==> src/rtl/ysyx_23060025_mem_responder.sv <==
// Burst memory responder: arbitrates instruction reads, data reads and data
// writes onto a single word-wide synchronous RAM with a five-state FSM.
module ysyx_23060025_mem_responder #(
  parameter int LINE_W = 128,
  parameter int RAM_AW = 16
) (
  input  logic              clock,
  input  logic              reset,
  input  logic              inst_psel,
  input  logic [31:0]       inst_paddr,
  input  logic [7:0]        inst_plen,
  input  logic [2:0]        inst_psize,
  output logic              inst_pvalid,
  output logic              inst_plast,
  output logic [31:0]       inst_prdata,
  input  logic              data_prsel,
  input  logic [31:0]       data_praddr,
  input  logic [7:0]        data_prlen,
  input  logic [2:0]        data_prsize,
  output logic              data_pvalid,
  output logic              data_prlast,
  output logic [31:0]       data_prdata,
  input  logic              data_pwsel,
  input  logic [31:0]       data_pwaddr,
  input  logic [LINE_W-1:0] data_pwdata,
  input  logic [3:0]        data_pwstrb,
  input  logic [2:0]        data_pwtype,
  output logic              data_pwrdy,
  output logic              ram_en,
  output logic [3:0]        ram_we,
  output logic [RAM_AW-1:0] ram_addr,
  output logic [31:0]       ram_wdata,
  input  logic [31:0]       ram_rdata
);

  localparam int BEATS = LINE_W / 32;
  localparam int LINE_LB = $clog2(BEATS);
  localparam logic [RAM_AW-1:0] LINE_MASK = ~RAM_AW'((1 << LINE_LB) - 1);
  localparam logic [7:0] LINE_LEN = 8'(BEATS - 1);

  typedef enum logic [2:0] {IDLE, IRD, DRD, DWR, DONE} state_e;

  state_e              state_q, state_d;
  logic [8:0]          cnt_q, cnt_d;
  logic [7:0]          len_q, len_d;
  logic [RAM_AW-1:0]   addr_q, addr_d;
  logic [LINE_W-1:0]   line_q, line_d;
  logic [3:0]          strb_q, strb_d;
  logic                vld_p1_q, vld_p1_d;
  logic                last_p1_q, last_p1_d;
  logic                issue;
  logic                line_wr;
  logic [RAM_AW-1:0]   pw_idx;

  // Size hints and the address bits above the RAM are deliberately ignored.
  logic unused_inputs;
  assign unused_inputs = ^{inst_psize, data_prsize, inst_paddr[31:RAM_AW+2], inst_paddr[1:0],
                           data_praddr[31:RAM_AW+2], data_praddr[1:0],
                           data_pwaddr[31:RAM_AW+2], data_pwaddr[1:0]};

  assign line_wr = (data_pwtype == 3'b001);
  assign pw_idx  = data_pwaddr[RAM_AW+1:2];
  assign issue   = ((state_q == IRD) || (state_q == DRD) || (state_q == DWR)) &&
                   (cnt_q <= {1'b0, len_q});

  always_ff @(posedge clock) begin
    if (reset) begin
      state_q   <= IDLE;
      cnt_q     <= '0;
      vld_p1_q  <= 1'b0;
      last_p1_q <= 1'b0;
    end else begin
      state_q   <= state_d;
      cnt_q     <= cnt_d;
      vld_p1_q  <= vld_p1_d;
      last_p1_q <= last_p1_d;
    end
  end

  always_ff @(posedge clock) begin
    len_q  <= len_d;
    addr_q <= addr_d;
    line_q <= line_d;
    strb_q <= strb_d;
  end

  always_comb begin
    state_d   = state_q;
    cnt_d     = cnt_q;
    len_d     = len_q;
    addr_d    = addr_q;
    line_d    = line_q;
    strb_d    = strb_q;
    vld_p1_d  = 1'b0;
    last_p1_d = 1'b0;
    unique case (state_q)
      IDLE: begin
        cnt_d = '0;
        if (data_pwsel) begin
          state_d = DWR;
          line_d  = data_pwdata;
          if (line_wr) begin
            addr_d = pw_idx & LINE_MASK;
            len_d  = LINE_LEN;
            strb_d = 4'hF;
          end else begin
            addr_d = pw_idx;
            len_d  = '0;
            strb_d = data_pwstrb;
          end
        end else if (data_prsel) begin
          state_d = DRD;
          addr_d  = data_praddr[RAM_AW+1:2];
          len_d   = data_prlen;
        end else if (inst_psel) begin
          state_d = IRD;
          addr_d  = inst_paddr[RAM_AW+1:2];
          len_d   = inst_plen;
        end
      end
      // p0: RAM read issued; p1: RAM data returns one cycle later
      IRD, DRD: begin
        if (issue) cnt_d = cnt_q + 9'd1;
        vld_p1_d  = issue;
        last_p1_d = issue && (cnt_q[7:0] == len_q);
        if (last_p1_q) state_d = DONE;
      end
      DWR: begin
        if (issue) begin
          cnt_d  = cnt_q + 9'd1;
          line_d = line_q >> 32;
        end else begin
          state_d = DONE;
        end
      end
      DONE:    state_d = IDLE;
      default: state_d = IDLE;
    endcase
  end

  always_comb begin
    ram_en      = 1'b0;
    ram_we      = 4'h0;
    ram_addr    = '0;
    ram_wdata   = '0;
    inst_pvalid = 1'b0;
    inst_plast  = 1'b0;
    inst_prdata = '0;
    data_pvalid = 1'b0;
    data_prlast = 1'b0;
    data_prdata = '0;
    data_pwrdy  = 1'b0;
    if (!reset) begin
      if (issue) begin
        ram_en   = 1'b1;
        ram_addr = addr_q + RAM_AW'(cnt_q);
        if (state_q == DWR) begin
          ram_we    = strb_q;
          ram_wdata = line_q[31:0];
        end
      end
      if (vld_p1_q && (state_q == IRD)) begin
        inst_pvalid = 1'b1;
        inst_plast  = last_p1_q;
        inst_prdata = ram_rdata;
      end
      if (vld_p1_q && (state_q == DRD)) begin
        data_pvalid = 1'b1;
        data_prlast = last_p1_q;
        data_prdata = ram_rdata;
      end
      data_pwrdy = (state_q == DWR) && !issue;
    end
  end

endmodule

==> config.mk <==
export PLATFORM = sky130hd
export DESIGN_NAME = ysyx_23060025_mem_responder
export DESIGN_NICKNAME = d
export VERILOG_FILES = /design/src/rtl/ysyx_23060025_mem_responder.sv
export SDC_FILE = /design/constraint.sdc
export NUM_CORES = 1
export LEC_CHECK = 0
export ABC_CLOCK_PERIOD_IN_PS = 15400
export CAP_MARGIN = 10
export CORE_AREA = 2 2 161 163
export DETAILED_ROUTE_END_ITERATION = 7
export DIE_AREA = 0 0 163 165
export GPL_TIMING_DRIVEN = 0
export PLACE_DENSITY = 0.7
export SLEW_MARGIN = 20
export SYNTH_ARGS = -nofsm -noshare
export SYNTH_HDL_FRONTEND = slang
export SYNTH_SLANG_ARGS = --single-unit
==> constraint.sdc <==
create_clock -name clock -period 15.4 [get_ports clock]
set_input_delay 3.08 -clock clock [delete_from_list [all_inputs] [get_ports clock]]
set_output_delay 3.08 -clock clock [all_outputs]
set_load 0.01 [all_outputs]
==> metrics.md, run 1 <==
| Metric | Value |
|---|---|
| Status | finished, final reports clean |
| Starting Density | 0.350 |
| DPL Wire Length | 20,200 um |
| Final hold violations | 0 |
| CP Launch Type | input port |
| Syn Nets | 1,006 |
| Worst EP arrival | 5.93 ns |
| Tcrit/Tclk final | 0.585 |
| P_leak | 4.85 nW |
| RSZ-0062 raised after global routing | no |
| DRT iter0 DRCs | 396 |
| Post-Route WL | 25,500 um |
| Hold buffers post-CTS | 0 |
| DRT antenna net count | 0 |
| Crit path buf inv count | 3 |
| CORE AREA | 0.0250 mm^2 |
| Share of the synthesized area in the top cell type | 0.534 |
| Ys flop type | edfxtp_1 |
| CP max stage cell | clkdlybuf4s50_1 |
| Max Root-Sink Buffers | 2 |
| Vias in the first global route | 6,875 |
| Count leader, synth | edfxtp_1 |
| Min Hold Slack | 0.547 ns |
| Drt via density | 4.76 |
| Area growth syn-to-layout | 53.0% |
| Pwr Total | 1.63 mW |
| Initial antenna violation count | 2 |
| Clock root buffer master | clkbuf_16 |
| Post-route clock skew | 0.0120 ns |
| Setup violations, final | 0 |
| Cell Chain, Critical Path | clkdlybuf4s50_1, nor2_1, o21a_1, nand2_1, nor3_2, clkbuf_1, and2_1, clkdlybuf4s50_1 |
| Sequential area share after synthesis | 0.566 |
| Synth area leader | edfxtp_1 |
| CTS Buf Count | 17 |
| Async SR Flop Fraction | 0 |
| Number of distinct library cells after synthesis | 55 |
| Drc violations | 0 |
| Crit path capture type | output pin |
| Die Ht | 165 um |
| TNS Setup | 0 ns |
| Clock transition at path regs | 0.08 ns |
| Post-layout minimum cycle time | 9.01 ns |
| First-pass GRT wire length | 37,600 um |
| Top fanout value on the critical path | 10 |
| H-tree Lvls | 4 |
| Synth Register Bits | 170 |
| All-Layer GR Usage | 0.188 |
| Die area | 0.0269 mm^2 |
| Share of layout cells above drive strength 1 | 0.141 |
| Routability Congestion | 0.864 |
| Die X | 163 um |
| Setup bufs post-CTS | 0 |
| Crit-path max cell delay | 0.59 ns |
| Required @ worst endpoint | 12.32 ns |
| Yosys warns | 0 |
| # fillers | 2,162 |
| Max VDD drop | 0.0000750 V |
| Post-synth EDFFs | 156 |
| Post-synthesis area per instance | 12.6 um^2 |
| Largest net degree at the start of global routing | 55 |
| TritonCTS clock tree | done |
| Power Density | 122 mW/mm^2 |
| Fmax | 111 MHz |
| Max-slew headroom | 0.478 |
| DR pass1 iterations | 4 |
| Final net count | 1,384 |
| Later-pin clock latency in the skew report | 0.43 ns |
| Synth Instances | 697 |
| FP Rows | 58 |
| Delay-heaviest family, CP | buffers and inverters |
| IO Port Bufs | 357 |
| Commonest cells post-synth | 156 x edfxtp_1, 138 x and2_1, 97 x mux2_2, 32 x o21ai_0, 29 x nand2_1 |
| Worst min path class | reg -> reg |
| Slew @ Worst Pin | 0.782 ns |
| Worst path most repeated cell | clkdlybuf4s50_1 |
| Max cap viols | 0 |
| Detailed-route via count | 6,764 |
| Top cells by area, synth | edfxtp_1 53%, mux2_2 12%, and2_1 9.8%, dfxtp_1 3.2%, mux2i_1 2.7% |
| Post-cts sizing count | 0 |
| WL/cell | 17.9 um |
| Mapped Area | 0.00877 mm^2 |
| Final Core Density | 0.536 |
| Ports | 412 |
| Fin. max-slew vios | 0 |
| GRT Residual Overflow | 0 |
| CP Class | in -> out |
| Clk sink count | 170 |
## metal layers
layer  global-route usage  wire (um)
met5                    0          0
met3               0.0568       2070
met2                0.331      12900
met4               0.0825        740
met1                0.210       9800
## worst register-to-register path, stage by stage, from the launching register on
cell	delay [ns]
dfxtp_1	0.51
ha_1	0.29
and4_1	0.20
a21o_1	0.21
o211a_4	0.28
or3_1	0.39
nand2b_4	0.48
buf_16	0.35
## layout by cell type (no fill, tap or decap), drive strengths merged, types with 3 or more instances in the layout
master / n
buf: 17
mux2i: 24
xor2: 4
ha: 18
nand2: 29
o21bai: 3
clkbuf: 40
and2: 138
a21oi: 18
dfxtp: 14
nand4: 3
nand3: 6
a31oi: 3
mux2: 97
a211oi: 7
edfxtp: 156
or3: 12
nand2b: 5
xnor2: 3
nor2b: 3
nor3: 10
nor3b: 3
inv: 25
and3: 3
a21o: 4
diode: 3
clkdlybuf4s50: 357
clkinv: 5
o21ai: 32
nor2: 21
## where the power goes
group / switching (mW) / leakage, nW / internal, mW
Clock: 0.206 / 0.292 / 0.220
Sequential: 0.0431 / 1.60 / 0.703
Combinational: 0.246 / 2.96 / 0.214
## worst paths after layout
check / slack [ns] / cells after the start / from / end
min: 0.55 / 1 / line_q[39] / line_q[7]
max: 6.39 / 8 / reset / ram_wdata[25]
max reg2reg: 12.31 / 7 / cnt_q[1] / line_q[76]
min reg2reg: 0.55 / 1 / line_q[39] / line_q[7]
## final cells by class
type                    count  area, um^2  area share
diodes                      3        7.51    0.000560
clock inverters            14         168      0.0125
multi-input cells         474        3590       0.267
flip-flops and latches    170        4960       0.370
well taps                 330         413      0.0308
clock buffers              18         429      0.0320
inverters                  16        60.1     0.00448
repair buffers            359        3620       0.270
plain buffers              37         164      0.0122
## per-stage QoR
stage	cells	setup slack (ns)	area, um^2
after CTS	1418	6.28	13400
after floorplan	697	8.14	8770
after detailed placement	1386	6.28	12800
after global routing	1420	6.17	13400
after global placement	1384	5.83	12800
final	1421	6.39	13400
## cell families (layout without fill, tap and decap cells)
| family | Yosys count | in the layout | synth area share |
|---|---|---|---|
| other | 0 | 3 | 0 |
| xor gates and xnor gates | 7 | 7 | 0.00699 |
| DFF | 170 | 170 | 0.566 |
| muxes | 121 | 121 | 0.152 |
| adders and majority gates | 19 | 19 | 0.0280 |
| and+or+nand+nor | 245 | 245 | 0.162 |
| buffers and inverters | 53 | 444 | 0.0255 |
| AOI/OAI and AO/OA | 82 | 82 | 0.0592 |
## flip-flops by register name, indices dropped and copies added, names as in the netlist
name       flops
strb_q         4
line_q       128
state_q        3
cnt_q          9
last_p1_q      1
len_q          8
addr_q        16
vld_p1_q       1
(Power assumes the default switching activity.)
==> run 2: changes to the inputs <==
- ABC_CLOCK_PERIOD_IN_PS: 15400 -> 7550
- CORE_AREA: 2 2 161 163 -> 2 2 160 162
- DIE_AREA: 0 0 163 165 -> 0 0 162 164
- PLACE_DENSITY: 0.7 -> 0.73
- clock period: 15.4 -> 7.55 ns (I/O delays scaled with it)
==> run 2 against run 1 <==
Clock power up 99%. Highest routed layer unchanged. Worst hold slack got worse by 0.0012 ns. Register-to-register slack lost 7.9 ns. Clock-buffer cell count shrank 1. Clock skew rose by 0.00055 ns.
==> metrics.md, run 2 (synthesized netlist as in run 1, its figures left out) <==
| Metric | Value |
|---|---|
| Status | finished, final reports clean (unchanged) |
| All-Layer GR Usage | 0.184 (was 0.188) |
| R2R Path Start | cnt_q[1] (unchanged) |
| Worst min path class | reg -> reg (unchanged) |
| Final Worst Setup Slack | 1.66 ns (was 6.39 ns) |
| Setup bufs post-CTS | 0 (unchanged) |
| CP startpoint | reset (unchanged) |
| Slew @ Worst Pin | 0.900 ns (was 0.782 ns) |
| Initial antenna violation count | 1 (was 2) |
| Max Root-Sink Buffers | 2 (unchanged) |
| Largest register FFs | 128 (unchanged) |
| Fmax | 170 MHz |
| Ports | 412 (unchanged) |
| Starting Density | 0.353 (was 0.350) |
| Clk sink count | 170 (unchanged) |
| Leading cell type in the layout, fill and taps excluded | clkdlybuf4s50_1 (unchanged) |
| TritonCTS clock tree | done (unchanged) |
| IO Port Bufs | 357 (unchanged) |
| RSZ-0062 raised after global routing | no (unchanged) |
| Drt via density | 4.75 (was 4.76) |
| Largest net degree at the start of global routing | 57 (was 55) |
| Met1 usage | 0.213 (was 0.210) |
| Die area | 0.0266 mm^2 (was 0.0269 mm^2) |
| Clock transition at path regs | 0.07 ns (was 0.08 ns) |
| P_leak | 4.83 nW (was 4.85 nW) |
| First-pass GRT wire length | 37,000 um (was 37,600 um) |
| WL/cell | 17.9 um (about the same) |
| CP Class | in -> out (unchanged) |
| Max-slew headroom | 0.399 (was 0.478) |
| Share of layout cells above drive strength 1 | 0.141 (about the same) |
| Post-Route WL | 25,400 um (was 25,500 um) |
| Worst EP arrival | 4.38 ns (was 5.93 ns) |
| Crit path capture type | output pin (unchanged) |
| DRT antenna net count | 0 (unchanged) |
| Fin. max-slew vios | 0 (unchanged) |
| Routability Congestion | 0.869 (was 0.864) |
| GRT Residual Overflow | 0 (unchanged) |
| Finished Layout Cells | 1,419 (was 1,421) |
| Cell depth of the worst flop-to-flop path | 7 (unchanged) |
| Worst Setup EP | ram_wdata[25] (unchanged) |
| DR pass1 iterations | 5 (was 4) |
| Max VDD drop | 0.000175 V (was 0.0000750 V) |
| Required @ worst endpoint | 6.04 ns (was 12.32 ns) |
| Setup violations, final | 0 (unchanged) |
| Drc violations | 0 (unchanged) |
| Post-cts sizing count | 0 (unchanged) |
| Final net count | 1,384 (unchanged) |
| Pwr Total | 3.31 mW (was 1.63 mW) |
| Area growth syn-to-layout | 52.7% (was 53.0%) |
| Die Ht | 164 um (was 165 um) |
| Power Density | 247 mW/mm^2 (was 122 mW/mm^2) |
| Placed Area | 0.0128 mm^2 (unchanged) |
| Reg2reg end | line_q[51] (was line_q[76]) |
| CP Launch Type | input port (unchanged) |
| Hold buffers post-CTS | 0 (unchanged) |
| DRT iter0 DRCs | 322 (was 396) |
| FP Rows | 58 (unchanged) |
| Detailed-route via count | 6,743 (was 6,764) |
| Post-route clock skew | 0.0125 ns (was 0.0120 ns) |
| CORE AREA | 0.0248 mm^2 (was 0.0250 mm^2) |
| Reg with most FFs | line_q (unchanged) |
| Largest registers | line_q x128, addr_q x16, cnt_q x9 (unchanged) |
| Final hold violations | 0 (unchanged) |
| Later-pin clock latency in the skew report | 0.43 ns (about the same) |
| Clock root buffer master | clkbuf_16 (unchanged) |
| DP Worst Slack | 1.63 ns (was 6.28 ns) |
| CTS Buf Count | 17 (unchanged) |
| Reg2reg setup slack | 4.43 ns (was 12.31 ns) |
| Die X | 162 um (was 163 um) |
| Dpl cells | 1,386 (unchanged) |
| Vias in the first global route | 6,596 (was 6,875) |
| # fillers | 2,135 (was 2,162) |
| Max cap viols | 0 (unchanged) |
| GRT busiest layer | met2 (unchanged) |
| Design Area, Final | 0.0134 mm^2 (about the same) |
| Top fanout value on the critical path | 10 (unchanged) |
| Tcrit/Tclk final | 0.781 |
| GR Util met3 | 0.0444 (was 0.0568) |
| Met2 GRT Util | 0.329 (was 0.331) |
| DPL Wire Length | 19,800 um (was 20,200 um) |
| Min Hold Slack | 0.546 ns (was 0.547 ns) |
| H-tree Lvls | 4 (unchanged) |
| Most frequent cells in the layout | 357 x clkdlybuf4s50_1, 156 x edfxtp_1, 138 x and2_1 (unchanged) |
| Post-layout minimum cycle time | 5.89 ns |
## run 2: cell types whose count changed in the layout (fill, tap and decap cells not counted)
| cell | change |
|---|---|
| clkbuf_1 | -1 |
| clkinv_8 | -2 |
| clkinv_4 | +2 |
| inv_6 | -1 |
| clkinvlp_4 | +1 |
| diode_2 | -1 |
## run 2: layer usage
layer / up-vias / routed length (um)
met5: - / 0
met4: 0 / 557
met3: 29 / 1750
met2: 278 / 13000
met1: 3129 / 10100
li1: 3307 / -
## run 2: worst min-delay path by stage
stage	cells past startpoint	slack, ns	start	end
finish	1	0.55	line_q[39]	line_q[7]
detailed placement	1	0.53	line_q[66]	line_q[34]
global placement	1	0.53	line_q[112]	line_q[80]
floorplan	2	0.48	cnt_q[7]	cnt_q[7]
CTS	1	0.55	line_q[39]	line_q[7]
global route	1	0.55	line_q[36]	line_q[4]
## run 2: per-stage QoR
step           utilization  TNS [ns]
2_1_floorplan            -         0
3_3_place_gp         0.514    -36.62
3_5_place_dp         0.516         0
4_1_cts              0.539         0
5_1_grt              0.540         0
6_report             0.540         0
## run 2: final cells by class
type                            count  area (um^2)  share of cell area
Clock buffer                       17          425              0.0318
Clock inverter                     14          151              0.0113
Inverter                           16         60.1             0.00448
Buffer                             37          164              0.0122
Timing Repair Buffer              359         3620               0.270
Antenna cell                        2         5.00            0.000374
Tap cell                          330          413              0.0308
Multi-Input combinational cell    474         3590               0.268
Sequential cell                   170         4960               0.371
## run 2: critical path, cell delays in order
cell             delay (ns)
clkdlybuf4s50_1        0.56
nor2_1                 0.19
o21a_1                 0.23
nand2_1                0.10
nor3_2                 0.61
clkbuf_1               0.40
and2_1                 0.20
clkdlybuf4s50_1        0.59
## run 2: report_power, final
part | leakage, nW | total [mW] | internal, mW | switching [mW]
sequential | 1.60 | 1.52 | 1.43 | 0.0873
clock | 0.281 | 0.850 | 0.442 | 0.408
combinational | 2.96 | 0.939 | 0.437 | 0.502
